$ cat config.mk
export PLATFORM = sky130hd
export DESIGN_NAME = sha256_round_ctrl_flat
export DESIGN_NICKNAME = d
export VERILOG_FILES = /design/src/rtl/sha256_round_ctrl_pkg.sv /design/src/rtl/sha256_round_ctrl_if.sv /design/src/rtl/sha256_round_ctrl_counter.sv /design/src/rtl/sha256_round_ctrl.sv /design/src/flat_wrapper.sv
export SDC_FILE = /design/constraint.sdc
export NUM_CORES = 1
export LEC_CHECK = 0
export ABC_AREA = 1
export BUFFER_PORTS_ARGS = -buffer_cell sky130_fd_sc_hd__buf_2
export CAP_MARGIN = 20
export CORE_MARGIN = 3
export CORE_UTILIZATION = 47
export DETAILED_ROUTE_END_ITERATION = 8
export GPL_TIMING_DRIVEN = 1
export PLACE_DENSITY = 0.73
export SETUP_SLACK_MARGIN = 0.1
export SYNTH_ARGS = -nofsm -noshare
export SYNTH_HDL_FRONTEND = slang
export SYNTH_SLANG_ARGS = --single-unit
$ cat constraint.sdc
create_clock -name clk -period 1.72 [get_ports clk]
set_input_delay 0.258 -clock clk [delete_from_list [all_inputs] [get_ports clk]]
set_output_delay 0.258 -clock clk [all_outputs]
set_load 0.02 [all_outputs]
$ cat src/rtl/sha256_round_ctrl_pkg.sv
// sha256_round_ctrl_pkg: shared types and constants for the SHA-256 round sequencer
package sha256_round_ctrl_pkg;
  localparam int DEF_ROUNDS = 64;
  localparam int DEF_MSG_WORDS = 16;
  localparam int DEF_CNT_W = 6;
  typedef enum logic [2:0] {IDLE, INIT, ROUND, FINAL, DONE} state_t;
  localparam logic [0:7][31:0] IV = {
    32'h6a09e667, 32'hbb67ae85, 32'h3c6ef372, 32'ha54ff53a,
    32'h510e527f, 32'h9b05688c, 32'h1f83d9ab, 32'h5be0cd19
  };
endpackage

$ cat src/rtl/sha256_round_ctrl_if.sv
// sha256_round_ctrl_if: block handshake, datapath controls and digest handshake of the round sequencer
interface sha256_round_ctrl_if
  import sha256_round_ctrl_pkg::*;
#(parameter int CNT_W = DEF_CNT_W);
  logic valid, ready, first, abort, init, iv_sel, round_en, w_expand;
  logic h_update, digest_valid, digest_ready, busy;
  logic [CNT_W-1:0] round_cnt, k_addr;
  logic [3:0] w_idx;
  modport master (
    output valid, first, abort, digest_ready,
    input ready, init, iv_sel, round_en, round_cnt, k_addr, w_idx, w_expand, h_update, digest_valid, busy
  );
  modport slave (
    input valid, first, abort, digest_ready,
    output ready, init, iv_sel, round_en, round_cnt, k_addr, w_idx, w_expand, h_update, digest_valid, busy
  );
endinterface

$ cat src/rtl/sha256_round_ctrl_counter.sv
// sha256_round_ctrl_counter: round index counter with clear, enable and terminal-count flag
module sha256_round_ctrl_counter #(
  parameter int ROUNDS = 64,
  parameter int CNT_W = 6
) (
  input  logic             clk,
  input  logic             rst,
  input  logic             clear,
  input  logic             en,
  output logic [CNT_W-1:0] cnt,
  output logic             tc
);
  always_ff @(posedge clk or posedge rst)
    if (rst) cnt <= '0;
    else if (clear) cnt <= '0;
    else if (en) cnt <= cnt + CNT_W'(1);
  assign tc = cnt == CNT_W'(ROUNDS - 1);
endmodule

$ cat src/rtl/sha256_round_ctrl.sv
// sha256_round_ctrl: steps the SHA-256 compression datapath through its rounds, one per clock
module sha256_round_ctrl
  import sha256_round_ctrl_pkg::*;
#(
  parameter int ROUNDS = DEF_ROUNDS,
  parameter int MSG_WORDS = DEF_MSG_WORDS,
  parameter int CNT_W = DEF_CNT_W
) (
  input logic clk,
  input logic rst,
  sha256_round_ctrl_if.slave bus
);
  state_t state, state_nx;
  logic [CNT_W-1:0] cnt;
  logic tc, clear, en;
  always_comb begin
    state_nx = state;
    case (state)
      IDLE:    state_nx = bus.valid ? INIT : IDLE;
      INIT:    state_nx = bus.abort ? IDLE : ROUND;
      ROUND:   state_nx = bus.abort ? IDLE : tc ? FINAL : ROUND;
      FINAL:   state_nx = bus.abort ? IDLE : DONE;
      DONE:    state_nx = bus.digest_ready ? IDLE : DONE;
      default: state_nx = IDLE;
    endcase
  end
  // counter holds at the last round through FINAL/DONE so it never wraps within a block
  assign clear = state_nx == IDLE || state_nx == INIT;
  assign en = state == ROUND && !tc;
  sha256_round_ctrl_counter #(.ROUNDS(ROUNDS), .CNT_W(CNT_W)) u_cnt (
    .clk(clk), .rst(rst), .clear(clear), .en(en), .cnt(cnt), .tc(tc)
  );
  // outputs are registered from the next state so nothing combinational reaches the ports
  always_ff @(posedge clk or posedge rst)
    if (rst) begin
      state <= IDLE;
      bus.ready <= 1'b1;
      bus.busy <= 1'b0;
      bus.init <= 1'b0;
      bus.round_en <= 1'b0;
      bus.h_update <= 1'b0;
      bus.digest_valid <= 1'b0;
      bus.iv_sel <= 1'b0;
    end else begin
      state <= state_nx;
      bus.ready <= state_nx == IDLE;
      bus.busy <= state_nx != IDLE;
      bus.init <= state_nx == INIT;
      bus.round_en <= state_nx == ROUND;
      bus.h_update <= state_nx == FINAL;
      bus.digest_valid <= state_nx == DONE;
      if (state == IDLE && bus.valid) bus.iv_sel <= bus.first;
    end
  assign bus.round_cnt = cnt;
  assign bus.k_addr = cnt;
  assign bus.w_idx = cnt[3:0];
  assign bus.w_expand = cnt >= CNT_W'(MSG_WORDS);
endmodule
$ cat src/flat_wrapper.sv
// flat-port wrapper written by rule: the top's interface ports become plain ports
module sha256_round_ctrl_flat import sha256_round_ctrl_pkg::*;
#(
  parameter int ROUNDS = DEF_ROUNDS,
  parameter int MSG_WORDS = DEF_MSG_WORDS,
  parameter int CNT_W = DEF_CNT_W
)
  (clk, rst, bus_valid, bus_first, bus_abort, bus_digest_ready, bus_ready, bus_init, bus_iv_sel, bus_round_en, bus_round_cnt, bus_k_addr, bus_w_idx, bus_w_expand, bus_h_update, bus_digest_valid, bus_busy);
  sha256_round_ctrl_if #(.CNT_W(CNT_W)) bus_i ();
  input logic clk;
  input logic rst;
  input wire logic [$bits(bus_i.valid)-1:0] bus_valid;
  input wire logic [$bits(bus_i.first)-1:0] bus_first;
  input wire logic [$bits(bus_i.abort)-1:0] bus_abort;
  input wire logic [$bits(bus_i.digest_ready)-1:0] bus_digest_ready;
  output wire logic [$bits(bus_i.ready)-1:0] bus_ready;
  output wire logic [$bits(bus_i.init)-1:0] bus_init;
  output wire logic [$bits(bus_i.iv_sel)-1:0] bus_iv_sel;
  output wire logic [$bits(bus_i.round_en)-1:0] bus_round_en;
  output wire logic [$bits(bus_i.round_cnt)-1:0] bus_round_cnt;
  output wire logic [$bits(bus_i.k_addr)-1:0] bus_k_addr;
  output wire logic [$bits(bus_i.w_idx)-1:0] bus_w_idx;
  output wire logic [$bits(bus_i.w_expand)-1:0] bus_w_expand;
  output wire logic [$bits(bus_i.h_update)-1:0] bus_h_update;
  output wire logic [$bits(bus_i.digest_valid)-1:0] bus_digest_valid;
  output wire logic [$bits(bus_i.busy)-1:0] bus_busy;
  assign bus_i.valid = bus_valid;
  assign bus_i.first = bus_first;
  assign bus_i.abort = bus_abort;
  assign bus_i.digest_ready = bus_digest_ready;
  assign bus_ready = bus_i.ready;
  assign bus_init = bus_i.init;
  assign bus_iv_sel = bus_i.iv_sel;
  assign bus_round_en = bus_i.round_en;
  assign bus_round_cnt = bus_i.round_cnt;
  assign bus_k_addr = bus_i.k_addr;
  assign bus_w_idx = bus_i.w_idx;
  assign bus_w_expand = bus_i.w_expand;
  assign bus_h_update = bus_i.h_update;
  assign bus_digest_valid = bus_i.digest_valid;
  assign bus_busy = bus_i.busy;
  sha256_round_ctrl #(.ROUNDS(ROUNDS), .MSG_WORDS(MSG_WORDS), .CNT_W(CNT_W)) u_core (.clk(clk), .rst(rst), .bus(bus_i));
endmodule
==> summary.md <==
| Metric | Value |
|---|---|
| Run status | finished, final reports clean |
| Number of buffers created by CTS | 3 |
| Number of search-and-repair iterations in the first detailed-routing pass | 4 |
| Share of the cycle needed by the critical path after routing | 82.7% |
| Initial antenna violation count | 0 |
| Slowest cell delay on critical path | 450 ps |
| Global-route wire length before repair | 2.34 mm |
| CP Cell Sequence | ha_1 -> nand2_1 -> inv_1 -> nand2_1 -> nand2_2 -> o21ai_0 -> nor2_1 |
| Cell area after layout | 931 um^2 |
| P per Cell Area | 972 nW/um^2 |
| Top flip-flop cell by instance count after synthesis | dfrtp_1 |
| Nature of the critical path startpoint | flop |
| Final count of pins violating max slew | 0 |
| M2 GR Usage | 23.8% |
| Nets in the synthesized netlist | 104 |
| Share of async-settable or async-resettable flops after synthesis | 100% |
| Area share of the largest cell type after synthesis | 46.7% |
| Cell area after placement | 895 um^2 |
| Detailed placer's ending HPWL | 1.13 mm |
| Cell with the largest stage delay on the worst path | dfrtp_1 |
| Post-synthesis register bit count | 16 |
| Die boundary width | 47.4 um |
| Slew at the pin closest to its max-slew limit | 581 ps |
| Number of nets in the layout | 128 |
| Weighted congestion reported at the end of routability-driven placement | 0.771 |
| Met1 layer usage reported by global route | 18.1% |
| Post-synth EDFFs | 0 |
| Bufs on Longest Clock Path | 2 |
| Clock-pin slew of the registers on the worst-case setup and hold paths | 100 ps |
| Distinct cell type count of the synthesized netlist | 16 |
| Clock root buffer master | clkbuf_4 |
| Sinks on the clock net | 16 |
| Remaining number of nets flagged by the antenna check after routing | 0 |
| WL/cell | 10.6 um |
| Final min period | 1420 ps |
| Via count of the first global-routing pass | 567 |
| Most area-consuming cells after synthesis | dfrtp_1 47%, buf_4 9.3%, nand2_1 9.3%, inv_1 6.1%, nor2_1 5.1% |
| Overall routed net length | 1.44 mm |
| Yosys warning count | 0 |
| Most frequently used cell type in the post-synthesis netlist | nand2_1 |
| Synth top cells by count | 20 x nand2_1, 15 x dfrtp_1, 13 x inv_1 |
| Sequential element share of the synthesized area | 49.9% |
| Worst path top cell family by delay | flip-flops |
| Worst max-slew margin expressed relative to the limit | 61.3% |
| Crit. End Element | flop |
| Arrival time at the worst endpoint | 1600 ps |
| Tot GR Track Use | 15.1% |
| Number of max-capacitance violations reported | 0 |
| Max Clock Skew | 2.24 ps |
| Number of antenna diodes | 0 |
| Non-Filler Instances | 136 |
| Boundary pin count | 30 |
| Clock insertion delay at the later pin of the skew report | 280 ps |
| Post-Route Setup TNS | 0 ps |
| Cell row count | 14 |
| Core Area | 1560 um^2 |
| Die Footprint | 2240 um^2 |
| Number of placed cells counting well taps | 132 |
| Starting DRT DRC Count | 6 |
| Instance count of the mapped netlist | 97 |
| Most numerous cell on the critical path | nand2_1 |
| Post-detailed-route DRC marker count | 0 |
| Cell area after synthesis | 805 um^2 |
| Vias after detailed routing | 623 |
| Combined buffer and inverter count along the critical path | 1 |
| Kind of critical path | reg -> reg |
| Leak pwr | 0.580 nW |
| Count of input and output buffers | 29 |
| TritonCTS clock tree | done |
| Cell type with the largest total area after synthesis | dfrtp_1 |
| Initial Utilization | 51.6% |
| Post-cts gate resize count | 0 |
| Post-CTS Hold Fix Bufs | 0 |
| Worst hold slack after final layout | 16.9 ps |
| Hold Violations, Final | 0 |
| Most used routing layer | met2 |
| Share of final-layout standard cells stronger than drive strength 1 | 37.5% |
| Peak clock frequency supported by timing | 0.703 GHz |
| Post-synthesis area per instance | 8.29 um^2 |
| Detail-routed via count per cell | 4.58 |
| Maximum number of pins on one net before global-route repair | 17 |
| Global route total overflow | 0 |
| Deepest level of the CTS H-tree | 1 |
| Worst voltage drop across the vdd grid | 0.651 mV |
| Met3 routing resource usage after global routing | 3.83% |
| Area added between synthesis and finish | 15.7% |
| Setup repair bufs after CTS | 0 |
| Number of setup violations in the final report | 0 |
| Highest net fanout along the worst path | 8 |
| Path type of the worst min-delay path | in -> async |
| Die H | 47.4 um |
| Setup repair after global routing missed its margin | no |
| Required time reported for the critical path endpoint | 1900 ps |
-- per-layer routing --
metal / vias to the layer above / part of all wire [%]
met5: - / 0
met4: 0 / 0.97
met3: 2 / 6.6
met2: 21 / 45
met1: 267 / 47
li1: 333 / -
-- worst reg2reg max path, stage by stage (launching register included) --
cell,delay [ps]
dfrtp_1,450
ha_1,240
nand2_1,100
inv_1,40
nand2_1,140
nand2_2,110
o21ai_0,180
nor2_1,60
-- cells in the final DEF (no fill, tap or decap) --
cell and n:
dfstp_2 1, nand4_1 1, clkbuf_4 3, nor2_2 4
inv_2 3, nand2_1 20, o21ai_0 2, dfrtp_1 15
clkbuf_8 1, nand2_2 2, inv_1 13, nand3_2 2
nand3_1 8, ha_1 1, nor2_1 11, nand3b_1 2
buf_2 29, a21oi_1 2
-- cell type report --
type	count	area [um^2]
inverters	16	60.1
clock buffers	4	36.3
flip-flops and latches	16	402
multi-input cells	55	268
well taps	16	20.0
fillers	141	628
repair buffers	29	145
-- flip-flops by register name (all words and copies together) (netlist names) --
register / flops
u_core.bus.busy: 1
u_core.bus.digest_valid: 1
u_core.bus.h_update: 1
u_core.bus.init: 1
u_core.bus.iv_sel: 1
u_core.bus.ready: 1
u_core.bus.round_en: 1
u_core.state: 3
u_core.u_cnt.cnt: 6
-- where the power goes --
group          switching, mW  internal (mW)
logic                  0.143         0.0653
clock network          0.121          0.129
registers             0.0267          0.421
-- path summary, 6_finish.rpt --
check,start,to,slack (ps),cells after the start
min in group clk,bus_first,u_core.bus.iv_sel,170,3
worst min-delay path,rst,u_core.state[0],20,2
worst max register to register,u_core.u_cnt.cnt[0],u_core.u_cnt.cnt[1],300,7
max in group asynchronous,rst,u_core.u_cnt.cnt[1],1330,2
worst max-delay path,u_core.u_cnt.cnt[0],u_core.u_cnt.cnt[1],300,7
worst min register to register,u_core.bus.iv_sel,u_core.bus.iv_sel,490,2
-- logic make-up (layout without fill, tap and decap cells) --
logic type,count (synthesis),in the layout,synth area share (%)
fa+ha+maj,1,1,1.55
flops,16,16,49.9
buf+inv,26,49,16.8
compound gates,4,4,2.49
simple gates,50,50,29.2
-- per-stage QoR --
stage / total power, mW / worst slack (ps) / utilization [%]
global placement: 0.662 / 388 / 57.4
floorplan: 0.609 / 325 / -
global route: 0.962 / 179 / 59.7
detailed placement: 0.666 / 316 / 57.4
CTS: 0.919 / 302 / 59.7
finish: 0.905 / 298 / 59.7
Power figures use the tool's default switching activity.
